<file path="config.mk">
export PLATFORM = sky130hd
export DESIGN_NAME = ps2_key_tracker
export DESIGN_NICKNAME = d
export VERILOG_FILES = /design/src/rtl/ps2_key_tracker.sv
export SDC_FILE = /design/constraint.sdc
export NUM_CORES = 1
export LEC_CHECK = 0
export ABC_AREA = 1
export ABC_CLOCK_PERIOD_IN_PS = 3060
export BUFFER_PORTS_ARGS = -buffer_cell sky130_fd_sc_hd__buf_2
export CAP_MARGIN = 20
export CORE_MARGIN = 2
export CORE_UTILIZATION = 55
export CTS_BUF_LIST = sky130_fd_sc_hd__clkbuf_16
export DETAILED_ROUTE_END_ITERATION = 7
export PLACE_DENSITY = 0.81
export SYNTH_ARGS = -nofsm -noshare
export SYNTH_HDL_FRONTEND = slang
export SYNTH_SLANG_ARGS = --single-unit
</file>
<file path="constraint.sdc">
create_clock -name clk -period 3.06 [get_ports clk]
set_input_delay 0.306 -clock clk [delete_from_list [all_inputs] [get_ports clk]]
set_output_delay 0.306 -clock clk [all_outputs]
set_load 0.03 [all_outputs]
</file>
<file path="src/rtl/ps2_key_tracker.sv">
// ps2_key_tracker
//   Sits between the PS/2 byte receiver and the seven-segment display logic.
//   It decodes make, break, E0-extended and typematic-repeat byte sequences,
//   and it keeps a table of up to NUM_SLOTS keys that are held at the same time.
//
// Ports
//   clk, rst   clock; asynchronous active-high reset
//   ps2_data   received scan-code byte, qualified by ps2_valid
//   ps2_valid  one-cycle strobe for ps2_data
//   clr        synchronous clear of table, counters and flags (wins over ps2_valid)
//   seg_en     display enable while any key is held
//   last_key   {ext, code} of the most recent new make (kept after release)
//   key_down   1-cycle pulse: a new key entered the table
//   key_up     1-cycle pulse: a held key was released
//   key_rpt    1-cycle pulse: a make arrived for a key that is already held
//   press_cnt  wrapping count of new makes accepted into the table
//   held_cnt   number of occupied slots
//   ovf        sticky: a new make found no free slot
//   proto_err  1-cycle pulse: illegal byte after a prefix

// One table entry: it holds one {ext, code} key and matches it against the
// decoded key of the current byte.
module ps2_key_slot (
  input  logic       clk,
  input  logic       rst,
  input  logic       clr,
  input  logic       set,
  input  logic       rel,
  input  logic [8:0] key_in,
  output logic       busy,
  output logic       match
);
  logic [8:0] key_q;

  always_ff @(posedge clk or posedge rst) begin
    if (rst) begin
      busy  <= 1'b0;
      key_q <= '0;
    end else if (clr) begin
      busy  <= 1'b0;
    end else if (set) begin
      busy  <= 1'b1;
      key_q <= key_in;
    end else if (rel) begin
      busy  <= 1'b0;
    end
  end

  assign match = busy && (key_q == key_in);
endmodule

module ps2_key_tracker #(
  parameter  int NUM_SLOTS = 4,
  parameter  int CNT_W     = 8,
  localparam int HW        = $clog2(NUM_SLOTS + 1)
) (
  input  logic             clk,
  input  logic             rst,
  input  logic [7:0]       ps2_data,
  input  logic             ps2_valid,
  input  logic             clr,
  output logic             seg_en,
  output logic [8:0]       last_key,
  output logic             key_down,
  output logic             key_up,
  output logic             key_rpt,
  output logic [CNT_W-1:0] press_cnt,
  output logic [HW-1:0]    held_cnt,
  output logic             ovf,
  output logic             proto_err
);
  typedef struct packed {
    logic       ext;
    logic [7:0] code;
  } key_t;

  typedef enum logic [1:0] {WAIT, EXT, BRK, EXT_BRK} state_t;

  localparam logic [HW-1:0]    H_ONE = HW'(1);
  localparam logic [CNT_W-1:0] C_ONE = CNT_W'(1);

  state_t state, state_nx;

  logic is_e0, is_f0, is_ctrl;
  logic mk, bk, perr;
  key_t key;

  logic [NUM_SLOTS-1:0] busy_vec, match_vec, set_vec, rel_vec;
  logic hit, full, found;
  logic new_mk, rpt, mk_full, brk_hit;

  // These control and response bytes never carry a key code.
  always_comb begin
    is_ctrl = 1'b0;
    case (ps2_data)
      8'h00, 8'hAA, 8'hEE, 8'hFA, 8'hFC, 8'hFD, 8'hFE, 8'hFF: is_ctrl = 1'b1;
      default: is_ctrl = 1'b0;
    endcase
  end

  assign is_e0 = (ps2_data == 8'hE0);
  assign is_f0 = (ps2_data == 8'hF0);

  // Sequence decoder
  always_comb begin
    state_nx = state;
    mk       = 1'b0;
    bk       = 1'b0;
    perr     = 1'b0;
    key      = '{ext: 1'b0, code: ps2_data};
    if (ps2_valid) begin
      case (state)
        WAIT: begin
          if (is_e0)         state_nx = EXT;
          else if (is_f0)    state_nx = BRK;
          else if (!is_ctrl) mk = 1'b1;
        end
        EXT: begin
          state_nx = WAIT;
          if (is_f0)                 state_nx = EXT_BRK;
          else if (is_e0 || is_ctrl) perr = 1'b1;
          else begin
            mk      = 1'b1;
            key.ext = 1'b1;
          end
        end
        BRK: begin
          state_nx = WAIT;
          // A prefix sent out of order (F0 E0) is tolerated as E0 F0.
          if (is_e0)                 state_nx = EXT_BRK;
          else if (is_f0 || is_ctrl) perr = 1'b1;
          else                       bk = 1'b1;
        end
        default: begin
          state_nx = WAIT;
          if (is_e0 || is_f0 || is_ctrl) perr = 1'b1;
          else begin
            bk      = 1'b1;
            key.ext = 1'b1;
          end
        end
      endcase
    end
    if (clr) begin
      state_nx = WAIT;
      mk       = 1'b0;
      bk       = 1'b0;
      perr     = 1'b0;
    end
  end

  always_ff @(posedge clk or posedge rst) begin
    if (rst) state <= WAIT;
    else     state <= state_nx;
  end

  // Slot table
  genvar g;
  generate
    for (g = 0; g < NUM_SLOTS; g++) begin : g_slot
      ps2_key_slot u_slot (
        .clk    (clk),
        .rst    (rst),
        .clr    (clr),
        .set    (set_vec[g]),
        .rel    (rel_vec[g]),
        .key_in (key),
        .busy   (busy_vec[g]),
        .match  (match_vec[g])
      );
    end
  endgenerate

  assign hit     = |match_vec;
  assign full    = &busy_vec;
  assign new_mk  = mk && !hit && !full;
  assign rpt     = mk && hit;
  assign mk_full = mk && !hit && full;
  assign brk_hit = bk && hit;

  // A new make goes to the lowest-index free slot. A break releases the one
  // matching slot. The same key is never stored twice.
  always_comb begin
    set_vec = '0;
    found   = 1'b0;
    for (int i = 0; i < NUM_SLOTS; i++) begin
      if (new_mk && !busy_vec[i] && !found) begin
        set_vec[i] = 1'b1;
        found      = 1'b1;
      end
    end
    rel_vec = bk ? match_vec : '0;
  end

  always_ff @(posedge clk or posedge rst) begin
    if (rst) begin
      key_down  <= 1'b0;
      key_up    <= 1'b0;
      key_rpt   <= 1'b0;
      proto_err <= 1'b0;
      press_cnt <= '0;
      held_cnt  <= '0;
      ovf       <= 1'b0;
      last_key  <= '0;
    end else begin
      key_down  <= new_mk;
      key_up    <= brk_hit;
      key_rpt   <= rpt;
      proto_err <= perr;
      if (clr) begin
        press_cnt <= '0;
        held_cnt  <= '0;
        ovf       <= 1'b0;
        last_key  <= '0;
      end else begin
        if (new_mk) begin
          press_cnt <= press_cnt + C_ONE;
          held_cnt  <= held_cnt + H_ONE;
          last_key  <= key;
        end
        if (brk_hit) held_cnt <= held_cnt - H_ONE;
        if (mk_full) ovf <= 1'b1;
      end
    end
  end

  assign seg_en = (held_cnt != '0);
endmodule

</file>
======== After elaboration in Yosys (flattened, before gate mapping) ========
Index checks and enable logic that the tools add are counted.
word-level totals
  register bits after elaboration ......... 67
  input bits .............................. 12
  output and inout bits ................... 26
  word-level logic and storage cells ...... 147
cells by class
  $add $sub $neg .......................... 3
  equal/unequal tests ..................... 16
  mux-type cells .......................... 60
  bitwise operators ....................... 1
  reduce and logical (&&, ||, !) cells .... 50
operators by type and width
  kind                   number
  $eq A8 B8 Y1 const B   9
  $mux W1                41
  $eq A9 B9 Y1           4
  $mux W9                2
  $reduce_bool A3 Y1     6
  $logic_and A1 B1 Y1    16
  $mux W8                2
  $mux W2                6
  $reduce_and A2 Y1      5
  $logic_not A1 Y1       9
  $mux W3                3
  $add A8 B1 Y8 const B  1
  $logic_not A8 Y1       1
  $reduce_or A8 Y1       1
  $pmux W1 S2            3
  $pmux W2 S3            1
  $reduce_bool A2 Y1     3
  $logic_or A1 B1 Y1     4
  $mux W4                1
  $ne A4 B4 Y1 const B   1
  $reduce_and A4 Y1      1
  $reduce_or A2 Y1       2
  $reduce_or A4 Y1       1
  $add A3 B1 Y3 const B  1
  other kinds (6)        6

======== Longest topological paths before layout ========
  word-level depth ........................ 27
  mapped depth ............................ 24
  gate-level depth less buffers ........... 23

======== Cells and area by module ========
A second synthesis with hierarchy kept.
unflattened totals
  cell total of the unflattened synthesis .. 515
  area, all modules ....................... 3937.5 µm²
by module, submodules not included
  module           times used  cells each  area each (µm²)  sequential area each (µm²)
  ps2_key_slot     4           76          590.6            250.2
  ps2_key_tracker  1           211         1575.3           675.6

======== Worst setup path before layout ========
Ideal clock, no wire load.
  path type ............................... input to register
  start ................................... input port ps2_data[1]
  end ..................................... register held_cnt[2]
  setup time .............................. 0.117 ns
  arrival ................................. 2.374 ns
  slack ................................... 0.569 ns
  cell stages on the path ................. 22
  path buffers ............................ 1
  cells stage by stage .................... buf_2 > inv_2 > nand2_2 > nor2_4 > nand2_2 > inv_2 > nor2_4 > nand3_4 > nand2_1 > nand3_1 > nand2_1 > inv_1 > nand2_1 > nand2_1 > inv_1 > fa_1 > xor2_1 > nand3_1 > nand2_1 > inv_1 > nand2_1 > nand2_1
on the way
  elaborated cells between the ends (all ways) .. 48
  those cells by class .................... eq/ne (13); mux (19); reduce/logical (16)
RTL lines
  element                                           line  RTL
  start: declaration                                59    input logic [7:0] ps2_data,
  $eq A8 B8 Y1 or $logic_not A8 Y1 (tied branches)  95    case (ps2_data)
  $reduce_or A8 Y1                                  95
  $mux W1                                           95
  $logic_or A1 B1 Y1                                121   else if (is_e0 || is_ctrl) perr = 1'b1;
  $mux W1                                           121
  $mux W1                                           120   if (is_f0) state_nx = EXT_BRK;
  $pmux W1 S2                                       112   case (state)
  $mux W1                                           111   if (ps2_valid) begin
  $eq A9 B9 Y1                                      49    assign match = busy && (key_q == key_in);
  $logic_and A1 B1 Y1                               49
  $reduce_or A4 Y1                                  174   assign hit = |match_vec;
  $logic_and A1 B1 Y1 (*)                           179   assign brk_hit = bk && hit;
  net brk_hit                                       90    logic new_mk, rpt, mk_full, brk_hit;
  $mux W3                                           221   if (brk_hit) held_cnt <= held_cnt - H_ONE;
  $mux W3                                           210   if (clr) begin
  end signal: assignment                            218   held_cnt <= held_cnt + H_ONE;
  end signal: assignment                            221
  end: declaration                                  68    output logic [HW-1:0] held_cnt,
The timed path passes the listed nets; every way through them passes the cells marked *.
A chain may end at the register's enable or synchronous reset.

======== Worst setup path in the final report ========
  start ................................... input port ps2_data[2]
  end ..................................... register held_cnt[2]
The elaborated chain is that of the path after synthesis.

==> metrics.yaml <==
synth_area_per_cell_sq_um: 7.902
power.density_nw_per_um2: 580.8
cts.htree.levels: 3
fin_setup_tns_ns: 0
yosysTopAreaCell: "dfrtp_1"
cp_max_fo: 8
dieHeight_um: 85.30
antenna_left: 0
finalHoldViolCount: 0
path_clk_slew_ns: 0.06
cts_root_buffer: "clkbuf_16"
skew_ns: 0.008446
cts_sinks: 67
syn_to_final_growth_pct: 14.80
fin_crit_ns: 2.550
fin_nets: 516
gr-total-overflow: 0
dpl.hpwl_um: 5914
num_vias: 3206
layout-drive-gt1-share_pct: 18.18
antenna_found_initial: 0
crit_required_ns: 3.29
path_class: "input pin to flop"
leakage_nw: 2.140
setup_viol: 0
globalRouteMet1Util_pct: 34.73
clk_latency_ns: 0.33
port_buffers: 37
avgViaCountPerCell: 5.499
drc: 0
grt_pass1_vias: 3167
holdPathStages: 3
tritoncts.num_buffers: 9
tightest_slew_ns: 0.7054
rows: 29
timing.critical_path.arrival_ns: 2.77
top_usage_layer: "met2"
vdd_drop_max_mv: 0.4099
antenna-diode-count: 0
wl_per_cell_um: 14.67
ys_types: 34
grt_max_degree: 57
gp_congestion: 0.9294
ios: 38
synth_seq_area_share_pct: 46.13
wirelength_um: 8555
die-area_sq_um: 7275
cap_violations: 0
status: "complete, no violations"
design_area_sq_um: 4173
ctsResizeCount: 0
post_cts_buffers: 0
rr_worst_depth: 18
max_freq_mhz: 392.2
gr-usage-met3_pct: 5.642
dpl-instance-area_sq_um: 3887
synthCells: 460
start_util_pct: 56.92
grt_pass1_wl_um: 14910
drv_slew: 0
end_kind: "flop"
syn_nets: 474
synthesis.area_sq_um: 3635
initialDrtViolationCount: 172
core_sq_um: 6386
synth_top_area_share_pct: 46.13
post-route-period-util_pct: 83.33
synth_seq_cells: 67
fillers: 536
relSlewSlack_pct: 52.98
gr-usage-met2_pct: 41.26
ff_latch_area_sq_um: 1677
rsz0062_at_grt: "no"
ys_warn_count: 0
die_w_um: 85.30
cts_tree: "built"
track_usage_pct: 26.01
cts_buffer_depth: 2
start_kind: "input pin"
power.total_w: 0.002423
netlist_top_cells_area: "dfrtp_1 (46%), nand2_1 (13%), nand3_1 (5.1%)"
firstDrtPassIters: 5
multi_input_area_sq_um: 1660
hold_class: "input pin to flop"
utilization_pct: 65.34
-- metal layers --
layer	vias to the layer above	share of wire, %
li1	1578	-
met4	0	1.8
met5	-	0
met3	14	7.0
met1	1511	44
met2	103	48
-- final cells by class --
class | count | area share (%)
Clock inverter | 6 | 1.199
Timing Repair Buffer | 47 | 6.297
Inverter | 53 | 4.828
Tap cell | 77 | 2.309
Clock buffer | 9 | 5.397
Multi-Input combinational cell | 324 | 39.79
Sequential cell | 67 | 40.18
-- critical path, stage by stage --
cell and delay (ns):
buf_2 0.17, inv_2 0.17, nand2_1 0.11, nor2_4 0.13, nand2_2 0.10, inv_2 0.11, nor2_4 0.06, nand3_4 0.11
nand2_1 0.06, nand3_1 0.09, nand2_1 0.11, inv_1 0.06, nand2_1 0.08, nand2_1 0.11, inv_1 0.10, fa_1 0.39
xor2_1 0.20, nand3_1 0.10, nand2_1 0.07, inv_1 0.03, nand2_1 0.05, nand2_1 0.04
-- cell usage after synthesis --
| cell | count |
|---|---|
| nand2_2 | 8 |
| o21ai_1 | 16 |
| o22ai_1 | 6 |
| nor2_4 | 6 |
| a21oi_1 | 5 |
| nand3b_1 | 1 |
| ha_1 | 1 |
| clkbuf_1 | 4 |
| o2111ai_1 | 1 |
| buf_4 | 2 |
| buf_1 | 2 |
| nor3_2 | 1 |
| buf_2 | 5 |
| nor2_1 | 34 |
| inv_1 | 45 |
| inv_4 | 1 |
| nand3_1 | 37 |
| o211ai_1 | 4 |
| xnor2_1 | 10 |
| fa_1 | 1 |
| o21ai_2 | 3 |
| nor4_1 | 1 |
| nand4_1 | 8 |
| nand2_1 | 122 |
| o21ai_0 | 36 |
| nand3_4 | 2 |
| nor2_2 | 4 |
| buf_6 | 3 |
| xor2_1 | 8 |
| o31ai_1 | 1 |
| dfrtp_1 | 67 |
| nor3_1 | 6 |
| inv_2 | 7 |
| nand2_4 | 2 |
-- state kept, by name, summed over array words and instances, names as in the netlist --
register             flops
key_up                   1
g_slot.u_slot.busy       4
press_cnt                8
state                    2
proto_err                1
ovf                      1
last_key                 9
key_down                 1
held_cnt                 3
g_slot.u_slot.key_q     36
key_rpt                  1
-- power by group --
| group | internal (W) | total [W] | switching [W] |
|---|---|---|---|
| Sequential | 0.000992 | 0.00107 | 0.0000765 |
| Combinational | 0.000135 | 0.000390 | 0.000255 |
| Clock | 0.000612 | 0.000965 | 0.000353 |
-- metrics by stage --
stage | hold WS, ns | cells | setup WS (ns)
detailed placement | 0.2492 | 567 | 0.2065
global route | 0.3251 | 583 | 0.1632
finish | 0.2896 | 583 | 0.5102
global placement | 0.2445 | 567 | 0.3075
floorplan | 0.4270 | 460 | 0.5694
CTS | 0.2904 | 583 | 0.4987
-- placed cells by master, fill, tap and decap left out, types with 2 or more instances in the layout --
cell | Yosys | final
o21ai_0 | 36 | 36
inv_1 | 45 | 46
o21ai_2 | 3 | 3
xor2_1 | 8 | 8
nand2_2 | 8 | 8
nand3_1 | 37 | 37
nor2_2 | 4 | 4
o211ai_1 | 4 | 4
xnor2_1 | 10 | 10
o21ai_1 | 16 | 16
nor2_1 | 34 | 34
o22ai_1 | 6 | 6
buf_2 | 5 | 37
nand3_4 | 2 | 2
nand2_1 | 122 | 122
nand2_4 | 2 | 2
nor3_1 | 6 | 6
nor2_4 | 6 | 6
clkinv_1 | 0 | 2
clkbuf_16 | 0 | 9
inv_2 | 7 | 8
nand4_1 | 8 | 8
dfrtp_1 | 67 | 67
a21oi_1 | 5 | 5
buf_4 | 2 | 9
-- logic make-up after synthesis --
| kind of cell | Yosys count | share of synthesized area (%) |
|---|---|---|
| AOI/OAI and AO/OA | 72 | 10.88 |
| xor gates and xnor gates | 18 | 4.337 |
| adders and majority gates | 2 | 0.8950 |
| buffers and inverters | 69 | 8.193 |
| DFF | 67 | 46.13 |
| and+or+nand+nor | 232 | 29.57 |
-- path summary, 6_finish.rpt --
| path | slack (ns) | start | endpoint |
|---|---|---|---|
| worst max-delay path | 0.51 | ps2_data[2] | held_cnt[2] |
| worst min-delay path | 0.29 | ps2_data[5] | g_slot[1].u_slot.key_q[5] |
| worst max register to register | 0.61 | g_slot[1].u_slot.key_q[0] | held_cnt[2] |
| worst min register to register | 0.49 | g_slot[1].u_slot.key_q[5] | g_slot[1].u_slot.key_q[5] |
| max in group asynchronous | 1.63 | rst | state[0] |
| min in group asynchronous | 0.45 | rst | g_slot[2].u_slot.key_q[0] |
-- timing repair --
action	4_1_cts	5_1_grt
hold endpoints to repair	11	0
setup endpoints to repair	0	0
hold buffers	1	0
(Power assumes the default switching activity.)
